### src/rtl/stream_fill_if.sv
// Bundles the stream input, the buffer write port and the token channel of stream_fill.
// The master modport is the fill block; the slave modport is its environment.
interface stream_fill_if #(
  parameter int W_A = 7,
  parameter int W_D = 32
);
  logic [W_D-1:0] in_data;
  logic           in_valid;
  logic           in_ready;
  logic [W_A-1:0] mem_addr;
  logic [W_D-1:0] mem_d;
  logic           mem_we;
  logic [W_D-1:0] comm_d;
  logic           comm_enq;
  logic           comm_full;
  logic [W_D-1:0] comm_q;
  logic           comm_deq;
  logic           comm_empty;

  modport master (
    input  in_data, in_valid, comm_full, comm_q, comm_empty,
    output in_ready, mem_addr, mem_d, mem_we, comm_d, comm_enq, comm_deq
  );

  modport slave (
    output in_data, in_valid, comm_full, comm_q, comm_empty,
    input  in_ready, mem_addr, mem_d, mem_we, comm_d, comm_enq, comm_deq
  );
endinterface

### src/rtl/stream_fill.sv
// Fills a SIZE-word buffer from a valid/ready stream, then posts the buffer checksum as a
// token and waits for an ack token (zero stops, non-zero starts the next buffer).
module stream_fill #(
  parameter int W_A  = 7,
  parameter int W_D  = 32,
  parameter int SIZE = 128
) (
  input  logic          CLK,
  input  logic          RST,
  stream_fill_if.master bus,
  output logic [15:0]   buf_count
);

  typedef enum logic [1:0] {IDLE, FILL, NOTIFY, WAIT_ACK} state_t;

  localparam logic [W_A-1:0] LAST = W_A'(SIZE - 1);

  state_t         state_reg, state_next;
  logic [W_A-1:0] count_reg;
  logic [W_D-1:0] sum_reg;
  logic [W_A-1:0] mem_addr_reg;
  logic [W_D-1:0] mem_d_reg;
  logic           mem_we_reg;
  logic [W_D-1:0] comm_d_reg;
  logic           comm_enq_reg;
  logic [15:0]    buf_count_reg;
  logic           deq_block_reg;

  logic           accept;
  logic           deq_next;
  logic           enq_next;
  logic           clear_next;

  // Dequeue is suppressed right after a dequeue and in the first cycle after reset,
  // so a token already waiting at reset release is not consumed in that cycle.
  always_comb begin
    state_next = state_reg;
    deq_next   = 1'b0;
    enq_next   = 1'b0;
    clear_next = 1'b0;
    accept     = bus.in_valid && (state_reg == FILL);
    case (state_reg)
      IDLE: begin
        if (!bus.comm_empty && !deq_block_reg) begin
          deq_next   = 1'b1;
          clear_next = 1'b1;
          state_next = FILL;
        end
      end
      FILL: begin
        if (accept && count_reg == LAST) begin
          state_next = NOTIFY;
        end
      end
      NOTIFY: begin
        if (!bus.comm_full) begin
          enq_next   = 1'b1;
          state_next = WAIT_ACK;
        end
      end
      WAIT_ACK: begin
        if (!bus.comm_empty && !deq_block_reg) begin
          deq_next   = 1'b1;
          clear_next = 1'b1;
          state_next = (bus.comm_q == '0) ? IDLE : FILL;
        end
      end
      default: state_next = IDLE;
    endcase
  end

  always_ff @(posedge CLK) begin
    if (RST) begin
      state_reg     <= IDLE;
      count_reg     <= '0;
      sum_reg       <= '0;
      mem_addr_reg  <= '0;
      mem_d_reg     <= '0;
      mem_we_reg    <= 1'b0;
      comm_d_reg    <= '0;
      comm_enq_reg  <= 1'b0;
      buf_count_reg <= '0;
      deq_block_reg <= 1'b1;
    end else begin
      state_reg     <= state_next;
      deq_block_reg <= deq_next;
      mem_we_reg    <= accept;
      comm_enq_reg  <= enq_next;
      if (accept) begin
        mem_addr_reg <= count_reg;
        mem_d_reg    <= bus.in_data;
        count_reg    <= count_reg + W_A'(1);
        sum_reg      <= sum_reg + bus.in_data;
      end else if (clear_next) begin
        count_reg <= '0;
        sum_reg   <= '0;
      end
      if (enq_next) begin
        comm_d_reg    <= sum_reg;
        buf_count_reg <= buf_count_reg + 16'd1;
      end
    end
  end

  assign bus.in_ready = (state_reg == FILL);
  assign bus.mem_addr = mem_addr_reg;
  assign bus.mem_d    = mem_d_reg;
  assign bus.mem_we   = mem_we_reg;
  assign bus.comm_d   = comm_d_reg;
  assign bus.comm_enq = comm_enq_reg;
  assign bus.comm_deq = deq_next;
  assign buf_count    = buf_count_reg;

endmodule

### src/flat_wrapper.sv
// flat-port wrapper written by rule: the top's interface ports become plain ports
module stream_fill_flat 
#(
  parameter int W_A  = 7,
  parameter int W_D  = 32,
  parameter int SIZE = 128
)
  (CLK, RST, buf_count, bus_in_data, bus_in_valid, bus_comm_full, bus_comm_q, bus_comm_empty, bus_in_ready, bus_mem_addr, bus_mem_d, bus_mem_we, bus_comm_d, bus_comm_enq, bus_comm_deq);
  stream_fill_if #(.W_A(W_A), .W_D(W_D)) bus_i ();
  input  logic CLK;
  input  logic RST;
  output logic [15:0] buf_count;
  input wire logic [$bits(bus_i.in_data)-1:0] bus_in_data;
  input wire logic [$bits(bus_i.in_valid)-1:0] bus_in_valid;
  input wire logic [$bits(bus_i.comm_full)-1:0] bus_comm_full;
  input wire logic [$bits(bus_i.comm_q)-1:0] bus_comm_q;
  input wire logic [$bits(bus_i.comm_empty)-1:0] bus_comm_empty;
  output wire logic [$bits(bus_i.in_ready)-1:0] bus_in_ready;
  output wire logic [$bits(bus_i.mem_addr)-1:0] bus_mem_addr;
  output wire logic [$bits(bus_i.mem_d)-1:0] bus_mem_d;
  output wire logic [$bits(bus_i.mem_we)-1:0] bus_mem_we;
  output wire logic [$bits(bus_i.comm_d)-1:0] bus_comm_d;
  output wire logic [$bits(bus_i.comm_enq)-1:0] bus_comm_enq;
  output wire logic [$bits(bus_i.comm_deq)-1:0] bus_comm_deq;
  assign bus_i.in_data = bus_in_data;
  assign bus_i.in_valid = bus_in_valid;
  assign bus_i.comm_full = bus_comm_full;
  assign bus_i.comm_q = bus_comm_q;
  assign bus_i.comm_empty = bus_comm_empty;
  assign bus_in_ready = bus_i.in_ready;
  assign bus_mem_addr = bus_i.mem_addr;
  assign bus_mem_d = bus_i.mem_d;
  assign bus_mem_we = bus_i.mem_we;
  assign bus_comm_d = bus_i.comm_d;
  assign bus_comm_enq = bus_i.comm_enq;
  assign bus_comm_deq = bus_i.comm_deq;
  stream_fill #(.W_A(W_A), .W_D(W_D), .SIZE(SIZE)) u_core (.CLK(CLK), .RST(RST), .bus(bus_i), .buf_count(buf_count));
endmodule
### config.mk
export PLATFORM = sky130hd
export DESIGN_NAME = stream_fill_flat
export DESIGN_NICKNAME = d
export VERILOG_FILES = /design/src/rtl/stream_fill_if.sv /design/src/rtl/stream_fill.sv /design/src/flat_wrapper.sv
export SDC_FILE = /design/constraint.sdc
export NUM_CORES = 1
export LEC_CHECK = 0
export CORE_ASPECT_RATIO = 1.2
export CORE_MARGIN = 1.5
export CORE_UTILIZATION = 40
export DETAILED_ROUTE_END_ITERATION = 8
export PLACE_DENSITY = 0.64
export SYNTH_ARGS = -nofsm -noshare
export SYNTH_HDL_FRONTEND = slang
export SYNTH_SLANG_ARGS = --single-unit
### constraint.sdc
create_clock -name CLK -period 3.1 [get_ports CLK]
set_input_delay 0.62 -clock CLK [delete_from_list [all_inputs] [get_ports CLK]]
set_output_delay 0.62 -clock CLK [all_outputs]
set_load 0.05 [all_outputs]
**Yosys cells after proc, flatten, opt, wreduce, memory -nomap -nowiden**

Index checks and enable logic that the tools add are counted.

- Flip-flop bits (word level): 131
- Bits in latches: 0
- Bits in writable memories: 0
- Memory bits (read-only): 0
- Input bits: 69
- Memories: 0

- $add $sub $neg: 3
- Multiply operators: 0
- Divide/modulo/power cells: 0
- Magnitude comparators: 0
- Equal/unequal tests: 8
- Shift-type cells: 0
- Mux-type cells: 14
- Bitwise operators: 0
- Reduce and logical (&&, ||, !) cells: 10

Operator list:

| operator | number |
|---|---|
| 2-to-1 mux 32 bit | 2 |
| adder 32 bit | 1 |
| logical NOT 32 bit | 1 |
| adder 16 x 1 -> 16 bit, second input constant | 1 |
| 2-to-1 mux 7 bit | 2 |
| 2-to-1 mux 2 bit | 4 |
| one-hot mux 2 bit (4 select lines) | 1 |
| adder 7 x 1 -> 7 bit, second input constant | 1 |
| equality test 7 bit, second input constant | 1 |
| != test 2 x 1 -> 1 bit, second input constant | 3 |
| 2-to-1 mux 1 bit | 5 |
| equality test 2 bit, second input constant | 2 |
| AND reduction 4 bit | 1 |
| logical AND 1 bit | 3 |
| equality test 2 x 1 -> 1 bit, second input constant | 1 |
| logical NOT 1 bit | 2 |
| logical NOT 2 bit | 1 |
| != test 2 bit, second input constant | 1 |
| nonzero test 2 bit | 1 |
| OR reduction 2 bit | 1 |

**Longest topological paths before layout**

- Word-level depth: 6
- Gate-level depth with buffers: 12

**Worst setup path after synthesis**

No wires, ideal clock.

- Path type: input-to-reg
- Start: in bus_in_data[0]
- End: reg u_core.sum_reg[26]
- Library setup time: 117 ps
- Arrival time: 2756 ps
- Path slack: 227 ps
- Cell stages on the path: 12
- Path buffers: 0
- Cell sequence: ha_1 inv_1 fa_1 nor2b_1 o21a_1 o211ai_2 a211oi_1 o41ai_4 o21ai_1 a31oi_1 xnor2_1 a22o_1

- Word-level cells in the longest chain between the ends: 2

Ends and longest elaborated chain:

| item | RTL line | text |
|---|---|---|
| start, declared | flat_wrapper.sv:13 | `input wire logic [$bits(bus_i.in_data)-1:0] bus_in_data;` |
| adder 32 bit | stream_fill.sv:93 | `sum_reg <= sum_reg + bus.in_data;` |
| 2-to-1 mux 32 bit | stream_fill.sv:89 | `if (accept) begin` |
| end signal, assigned | stream_fill.sv:93 |  |
| end, declared | stream_fill.sv:20 | `logic [W_D-1:0] sum_reg;` |

Every way passes these cells.
A chain may end at the register's enable or synchronous reset.

**Worst setup path in the final report**

- Start: in bus_in_data[2]
- End: reg u_core.sum_reg[30]

Same word-level chain as after synthesis.

==> flow_summary.json <==
{
  "status": "finished clean",
  "ys.flop_type": "dfxtp_1",
  "p_int_mw": 3.73,
  "synth_nets": 893,
  "yosysUniqueCellTypes": 52,
  "grt_pass1_vias": 5995,
  "clkPwrFrac_pct": 33.6,
  "fin_skew_ns": 0.00722,
  "synth.area.top_cells": "dfxtp_1 41%, nand2_1 11%, a21oi_1 9.0%, ha_1 7.3%, nor2_1 3.2%",
  "synth_xor_area_share_pct": 4.82,
  "syn_area_sq_um": 6360,
  "fmax_mhz": 338,
  "seqPwrFrac_pct": 33.8,
  "netlist.area_leader.share_pct": 41.2,
  "maxSlewViolCount": 0,
  "portBuffers": 159,
  "netSwitchingPower_mw": 1.97,
  "fin_ws_ns": 0.142,
  "regArea_sq_um": 2620,
  "worstPathArrival_ns": 3.28,
  "grt_pass1_wl_mm": 28.5,
  "cts_buffers": 17,
  "switching_share_pct": 34.6,
  "first_pass_iters": 4,
  "critical-path-max-stage-delay_ns": 0.52,
  "syn2layout_area_growth_pct": 48.6,
  "die-width_microns": 118,
  "root_buffer": "clkbuf_16",
  "rows": 50,
  "finalWeightedCongestion": 0.883,
  "synth-adder-area-share_pct": 7.60,
  "core-area_sq_um": 15600,
  "hp-class": "flop to flop",
  "path_clk_slew_ns": 0.06,
  "cp_cell_sequence": "clkdlybuf4s50_1 -> ha_2 -> nor2b_1 -> o21a_1 -> o211ai_2 -> a211oi_1 -> buf_4 -> o41ai_4 -> o211ai_1 -> a31oi_1 -> xnor2_1 -> a22o_1",
  "n_fill_cell": 1394,
  "initialDrtViolationCount": 324,
  "maxCapViolations": 0,
  "wl_per_cell_microns": 14.7,
  "start_util_pct": 40.8,
  "synth_top_family_by_area": "compound AO/OA/AOI/OAI gates",
  "synth_edf_count": 0,
  "combPwrFrac_pct": 32.6,
  "antenna_found_initial": 0,
  "yosysSeqAreaShare_pct": 41.2,
  "critPathBufInv": 2,
  "multi_input_area_sq_um": 3780,
  "worst-slew-pin-transition_ns": 0.870,
  "slew_headroom_pct": 41.9,
  "syn_inst": 786,
  "required_ns": 3.42,
  "fp.dieH_microns": 141,
  "drt-total-wl_mm": 17.8,
  "n_antenna_cell": 0,
  "clock_latency_ns": 0.43,
  "boundaryPins": 160,
  "cts_tree": "yes",
  "vdd_drop_max_v": 0.000350,
  "post-route-period-util_pct": 95.4,
  "yosys.area.top_type": "dfxtp_1",
  "crit_type": "input pin to flop",
  "final_net_count": 1102,
  "clock_path_buffers": 2,
  "cpMaxStageDelayCell": "clkdlybuf4s50_1",
  "yosysMostFrequentCell": "nand2_1",
  "synth-seq-cells": 131,
  "synth_compound_area_share_pct": 22.2,
  "fp.dieArea_sq_um": 16700,
  "utilization_pct": 60.7,
  "power_per_cell_area_nw_per_um2": 603,
  "ys_warn_count": 0,
  "dp.cells": 1183,
  "end_kind": "flop",
  "vias_per_cell": 5.15,
  "grt_use_total_pct": 21.1,
  "vias": 6259,
  "finalHoldViolCount": 0,
  "grt_max_degree": 115,
  "finalSetupViolCount": 0,
  "start_kind": "input pin",
  "synth_area_per_cell_sq_um": 8.09,
  "fin_cells": 1216,
  "synth_simple_gate_area_share_pct": 20.9,
  "worstPathMaxFanout": 4,
  "drc": 0,
  "async_reset_ff_share_pct": 0,
  "cts_max_level": 4,
  "period_minus_slack_ns": 2.96,
  "grt-ovfl-total": 0,
  "p_leak_nw": 3.71,
  "synth_commonest_cells": "178 x nand2_1, 131 x dfxtp_1, 114 x a21oi_1",
  "ant_nets": 0,
  "synth_mux_area_share_pct": 0.157,
  "place_ws_ns": -0.403,
  "drive_gt1_share_pct": 14.9,
  "dp_hpwl_mm": 12.5,
  "numClockSinks": 131,
  "crit_family": "compound AO/OA/AOI/OAI gates"
}
-- per-stage QoR --
| step | total power, mW | hold WS, ns | instance area [sq um] | setup TNS (ns) |
|---|---|---|---|---|
| after floorplan | 3.07 | 0.432 | 6360 | 0 |
| after global placement | 3.73 | 0.441 | 8610 | -2.91 |
| after detailed placement | 3.74 | 0.446 | 8610 | -3.50 |
| after CTS | 5.66 | 0.454 | 9180 | 0 |
| after global routing | 5.99 | 0.466 | 9450 | -0.00824 |
| final | 5.70 | 0.451 | 9450 | 0 |
-- final timing paths --
kind	startpoint	to	slack, ns	cells past startpoint
setup / recovery	bus_in_data[2]	u_core.sum_reg[30]$_SDFFE_PP0P_	0.14	12
hold / removal	u_core.bus.comm_d[2]$_SDFFE_PP0P_	u_core.bus.comm_d[2]$_SDFFE_PP0P_	0.45	2
setup reg to reg	u_core.sum_reg[20]$_SDFFE_PP0P_	u_core.sum_reg[31]$_SDFFE_PP0P_	0.32	10
hold reg to reg	u_core.bus.comm_d[2]$_SDFFE_PP0P_	u_core.bus.comm_d[2]$_SDFFE_PP0P_	0.45	2
-- cells in the final DEF (no fill, tap or decap), types with 10 or more instances in the layout --
master	netlist	layout
nand2_1	178	177
clkdlybuf4s50_1	0	146
dfxtp_1	131	131
a21oi_1	114	110
buf_4	0	68
nor2_1	54	54
nand3_1	22	22
ha_1	37	22
xor2_1	18	18
xnor2_1	17	17
clkbuf_16	0	17
a21o_1	16	16
o21ai_0	21	16
inv_1	13	13
a22o_1	13	13
dlymetal6s2s_1	0	11
nor3_1	11	10
-- kinds of logic after synthesis --
| family | after synthesis |
|---|---|
| and+or+nand+nor | 311 |
| AOI/OAI and AO/OA | 219 |
| DFF | 131 |
| buffers and inverters | 51 |
| adders and majority gates | 38 |
| xor gates and xnor gates | 35 |
| muxes | 1 |
-- layout make-up --
| class | count | area share, % |
|---|---|---|
| well taps | 208 | 2.75 |
| multi-input cells | 604 | 40.0 |
| inverters | 13 | 0.516 |
| clock buffers | 19 | 4.79 |
| repair buffers | 228 | 23.0 |
| flip-flops and latches | 131 | 27.8 |
| clock inverters | 13 | 1.17 |
-- per-layer routing --
metal | track usage (%) | routed length [microns]
met3 | 5.14 | 854
met4 | 8.02 | 338
met5 | 0 | 0
met1 | 24.2 | 7710
met2 | 37.9 | 8930
-- worst register-to-register path, delay by kind of cell, from the launching register on --
| family | cells | cell delay (ns) |
|---|---|---|
| adder cells (fa/ha/maj) | 1 | 0.24 |
| flip-flops | 1 | 0.41 |
| XOR/XNOR | 1 | 0.23 |
| AO/OA/AOI/OAI | 7 | 1.75 |
| AND/OR/NAND/NOR | 1 | 0.08 |
-- power by group through the flow --
stage / Sequential, mW / Combinational (mW) / Clock [mW]
2_1_floorplan: 2.14 / 0.928 / 0
3_3_place_gp: 1.95 / 1.78 / 0
3_5_place_dp: 1.95 / 1.79 / 0
4_1_cts: 1.92 / 1.80 / 1.95
5_1_grt: 1.94 / 2.03 / 2.02
6_report: 1.92 / 1.86 / 1.91
-- timing repair --
action | 4_1_cts | 5_1_grt
gates resized for setup | 0 | 54
endpoints found under the setup margin | 0 | 6
buffers inserted | 0 | 1
hold buffers | 0 | 0
No activity file was read; power rests on OpenSTA's default activity.
